[src/rtl/instr_sequencer.sv]
// Multi-cycle control sequencer: walks FETCH/DECODE/EXEC/MEM for the 3-bit opcode
// set, owns the shared memory port via req/ready, and counts retired instructions.
module instr_sequencer #(
    parameter int TIMEOUT = 255,
    parameter int CNT_W   = 16
) (
    input  logic             clk,
    input  logic             reset,
    input  logic             start,
    input  logic [2:0]       ir_op,
    input  logic             mem_ready,
    output logic             mem_req,
    output logic             mem_we,
    output logic             addr_sel,
    output logic             ir_load,
    output logic             pc_inc,
    output logic             pc_load,
    output logic [1:0]       alu_op,
    output logic             rf_we,
    output logic             rf_wsel,
    output logic             busy,
    output logic             halted,
    output logic             mem_err,
    output logic [CNT_W-1:0] retired
);

    localparam int WAIT_W = (TIMEOUT > 1) ? $clog2(TIMEOUT + 1) : 1;
    localparam logic [WAIT_W-1:0] WAIT_MAX = WAIT_W'(TIMEOUT);

    localparam logic [2:0] OP_STORE = 3'd4;
    localparam logic [2:0] OP_LOAD  = 3'd5;
    localparam logic [2:0] OP_JUMP  = 3'd6;
    localparam logic [2:0] OP_HALT  = 3'd7;

    typedef enum logic [2:0] {
        IDLE, FETCH, DECODE, EXEC, MEM, HALT, ERR
    } state_t;

    state_t            state;
    state_t            next_state;
    logic [WAIT_W-1:0] wait_cnt;
    logic              waiting;
    logic              retire;
    logic              limit_hit;

    always_ff @(posedge clk) begin
        if (reset) begin
            state    <= IDLE;
            wait_cnt <= '0;
            retired  <= '0;
        end else begin
            state    <= next_state;
            // Any non-waiting cycle clears the counter, so every FETCH/MEM entry starts at 0.
            wait_cnt <= waiting ? wait_cnt + WAIT_W'(1) : '0;
            if (retire) begin
                retired <= retired + CNT_W'(1);
            end
        end
    end

    always_comb begin
        next_state = state;
        mem_req    = 1'b0;
        mem_we     = 1'b0;
        addr_sel   = 1'b0;
        ir_load    = 1'b0;
        pc_inc     = 1'b0;
        pc_load    = 1'b0;
        alu_op     = 2'b00;
        rf_we      = 1'b0;
        rf_wsel    = 1'b0;
        busy       = 1'b0;
        halted     = 1'b0;
        mem_err    = 1'b0;
        waiting    = 1'b0;
        retire     = 1'b0;
        // The limit is judged on the registered count, so ready in that same cycle still completes.
        limit_hit  = (TIMEOUT != 0) && (wait_cnt == WAIT_MAX);

        case (state)
            IDLE: begin
                if (start) begin
                    next_state = FETCH;
                end
            end
            FETCH: begin
                mem_req = 1'b1;
                busy    = 1'b1;
                if (mem_ready) begin
                    ir_load    = 1'b1;
                    pc_inc     = 1'b1;
                    next_state = DECODE;
                end else if (limit_hit) begin
                    next_state = ERR;
                end else begin
                    waiting = 1'b1;
                end
            end
            DECODE: begin
                busy = 1'b1;
                case (ir_op)
                    OP_STORE, OP_LOAD: next_state = MEM;
                    OP_HALT:           next_state = HALT;
                    default:           next_state = EXEC;
                endcase
            end
            EXEC: begin
                busy       = 1'b1;
                alu_op     = ir_op[1:0];
                next_state = FETCH;
                retire     = 1'b1;
                if (ir_op == OP_JUMP) begin
                    pc_load = 1'b1;
                end else if (!ir_op[2]) begin
                    rf_we = 1'b1;
                end
            end
            MEM: begin
                busy     = 1'b1;
                mem_req  = 1'b1;
                addr_sel = 1'b1;
                mem_we   = (ir_op == OP_STORE);
                if (mem_ready) begin
                    next_state = FETCH;
                    retire     = 1'b1;
                    if (ir_op == OP_LOAD) begin
                        rf_we   = 1'b1;
                        rf_wsel = 1'b1;
                    end
                end else if (limit_hit) begin
                    next_state = ERR;
                end else begin
                    waiting = 1'b1;
                end
            end
            HALT: begin
                halted = 1'b1;
            end
            ERR: begin
                mem_err = 1'b1;
            end
            default: begin
                next_state = IDLE;
            end
        endcase
    end

endmodule
[config.mk]
export PLATFORM = sky130hd
export DESIGN_NAME = instr_sequencer
export DESIGN_NICKNAME = d
export VERILOG_FILES = /design/src/rtl/instr_sequencer.sv
export SDC_FILE = /design/constraint.sdc
export NUM_CORES = 1
export LEC_CHECK = 0
export BUFFER_PORTS_ARGS = -buffer_cell sky130_fd_sc_hd__buf_2
export CAP_MARGIN = 15
export CORE_UTILIZATION = 56
export CTS_CLUSTER_DIAMETER = 60
export CTS_CLUSTER_SIZE = 20
export DETAILED_ROUTE_END_ITERATION = 16
export HOLD_SLACK_MARGIN = 0.02
export PLACE_DENSITY = 0.86
export SLEW_MARGIN = 20
export SYNTH_ARGS = -nofsm -noshare
export SYNTH_HDL_FRONTEND = slang
export SYNTH_SLANG_ARGS = --single-unit
[constraint.sdc]
create_clock -name clk -period 3.05 [get_ports clk]
set_clock_uncertainty 0.15 [all_clocks]
set_input_delay 0.915 -clock clk [delete_from_list [all_inputs] [get_ports clk]]
set_output_delay 0.915 -clock clk [all_outputs]
set_load 0.01 [all_outputs]
==> impl_metrics.ini <==
[routing]
via_per_inst = 5.69
drt_iter0_markers = 31
drt-total-wl_um = 2770
vias = 1280
dr_wl_met3_um = 107
drt-met1-wl_um = 1290
dr.pass1.iters = 4
top_layer_used = met4
drc = 0
wl_per_cell_um = 12.3
routed-wl-met2_um = 1350
ant_nets = 0

[synth]
synth_fa_ha_area_share_pct = 1.78
syn-num-nets = 174
synth_most_common_cell = dfxtp_1
yosysTopAreaCell = dfxtp_1
synth_top_area_share_pct = 38.4
synth-compound-area-share_pct = 19.6
postSynthCellCount = 165
synth_edf_count = 0
synth_area_um2 = 1410
ys_dominant_reg_cell = dfxtp_1
yosys.area_share.simple_pct = 26.2
seq_area_frac_synth_pct = 38.4
syn_avg_cell_area_um2 = 8.52
synth_common_cells = 27 x dfxtp_1, 21 x nor2_1, 18 x o21ai_0, 13 x a21oi_1, 10 x xor2_1
synth_xor_area_share_pct = 8.72
ys_top_cells_by_area = dfxtp_1 38%, o21ai_0 6.4%, xor2_1 6.2%
ys_seq_elements = 27
synth_top_family_by_area = simple AND/OR/NAND/NOR gates
ys_async_sr_fraction_pct = 0
yosysWarnings = 0
yosys.cell_types.count = 38
muxShareOfSynthArea_pct = 0

[floorplanning]
die_h_um = 52.1
initial_core_util_pct = 61.2
io_pins = 36
dieArea_um2 = 2720
num_rows = 17
core_area_um2 = 2300
die_x_um = 52.1

[clock_network]
cts.clk_slew.worst_paths_ns = 0.14
cts_hold_buf = 0
cts_buffer_depth = 2
cts-root-buf = clkbuf_4
cts_setup_buffers = 0
cts_buffers = 3
h-tree-depth = 1
clk_latency_ns = 0.31
cts_tree = done
cts_num_sinks = 27

[timing]
grt_setup_unrepaired = false
fin_hold_ws_ns = 0.342
tns_ns = 0
setup_violations = 0
period_needed_ns = 2.81
maxSlewHeadroom_pct = 74.7
maxSlewViolCount = 0
min_period_over_period_pct = 92.2
max_freq_ghz = 0.356
finalHoldViolCount = 0
worst_slew_pin_slew_ns = 0.377

[global_route]
grt_first_pass_wirelength_um = 4570
antenna_found_initial = 0
grt_pass1_vias = 1103
grt_max_degree = 22
grt_usage_pct = 22.1
overflow = 0

[placement]
gp_congestion = 0.759
io_buffers = 35
placed_area_um2 = 1570
post-dp-hpwl_um = 2060

[pwr]
p_per_area_nw_per_um2 = 355
power_mw = 0.570
p_leak_nw = 0.662
ir_worst_vdd_mv = 0.230

[worst_setup_path]
startpoint_type = register
cp_max_fo = 10
critPathKind = reg2out
r2r_slack_ns = 1.05
crit_arrival_ns = 1.75
endpoint_kind = primary output
cp_data_required_time_ns = 1.98

[finish]
antenna_cells = 0
finish.utilization_pct = 69.8
final_nets = 207
area_delta_synth_final_pct = 14.1
n_fill_cell = 174
drive_above_1_share_pct = 23.9
final_area_um2 = 1600

[outcome]
status = finished clean

[min_path]
hp-class = reg2reg

[job]
maxCapViolCount = 0
[cell type report]
cell class,count,area [um2],area share (%)
clock buffers,3,22.5,1.40
clock inverters,1,5.00,0.312
inverters,3,11.3,0.702
multi-input cells,126,797,49.7
flip-flops and latches,27,543,33.9
well taps,28,35.0,2.18
repair buffers,37,190,11.9
[where the power goes]
group,total (mW),switching (mW),internal (mW)
Combinational,0.0581,0.0340,0.0241
Sequential,0.364,0.00666,0.357
Clock,0.148,0.0989,0.0490
Total,0.570,0.140,0.430
[worst paths after layout]
path	end	depth (start not counted)	from
max reg2reg	retired[13]	5	state[1]
max	rf_we	5	state[0]
min reg2reg	retired[15]	2	retired[15]
min	retired[15]	2	retired[15]
[logic make-up (layout without fill, tap and decap cells)]
| logic type | count (synthesis) | count (layout) |
|---|---|---|
| flops | 27 | 27 |
| simple gates | 68 | 68 |
| buf+inv | 12 | 44 |
| fa+ha+maj | 2 | 2 |
| compound gates | 42 | 42 |
| xor+xnor | 14 | 14 |
[what timing repair did]
item                                    4_1_cts  5_1_grt
resized for setup                             0        3
endpoints found under the setup margin        0        2
hold endpoints to repair                      0        0
[routing by layer]
layer  vias up  track usage (%)
met4         0             8.11
met1       586             27.7
li1        656                -
met5         -                0
met2        36             38.0
met3         2             2.92
[cells in the final DEF (no fill, tap or decap), types with 2 or more instances in the layout]
cell        n
and3_1      5
o21ai_0    18
clkbuf_4    3
xor2_1     10
and4_1      2
nand2b_1    3
nand4_1     3
xnor2_1     4
nor2_1     21
nand2_1     7
nor2b_1     2
o31ai_1     2
or3_1       8
a21oi_1    13
inv_1       3
dfxtp_1    25
ha_1        2
nand3_1     6
buf_4       2
o2111ai_1   2
and2_1      2
dfxtp_2     2
nor3_1      2
buf_2      35
[flip-flops by register name, summed over array words and instances (netlist names)]
signal / flops
retired: 16
wait_cnt: 8
state: 3
[per-stage QoR]
| stage | setup WS (ns) | instances |
|---|---|---|
| 4_1_cts | 0.0398 | 225 |
| 6_report | 0.238 | 225 |
| 2_1_floorplan | 0.404 | 165 |
| 3_5_place_dp | 0.176 | 221 |
| 3_3_place_gp | 0.279 | 221 |
| 5_1_grt | 0.0785 | 225 |
[critical path, stage by stage (launching register included)]
cell      delay (ns)
dfxtp_2         0.40
nand2b_1        0.25
nor4b_2         0.32
and3_1          0.21
o21bai_1        0.11
buf_2           0.15
No activity file was read; power rests on OpenSTA's default activity.
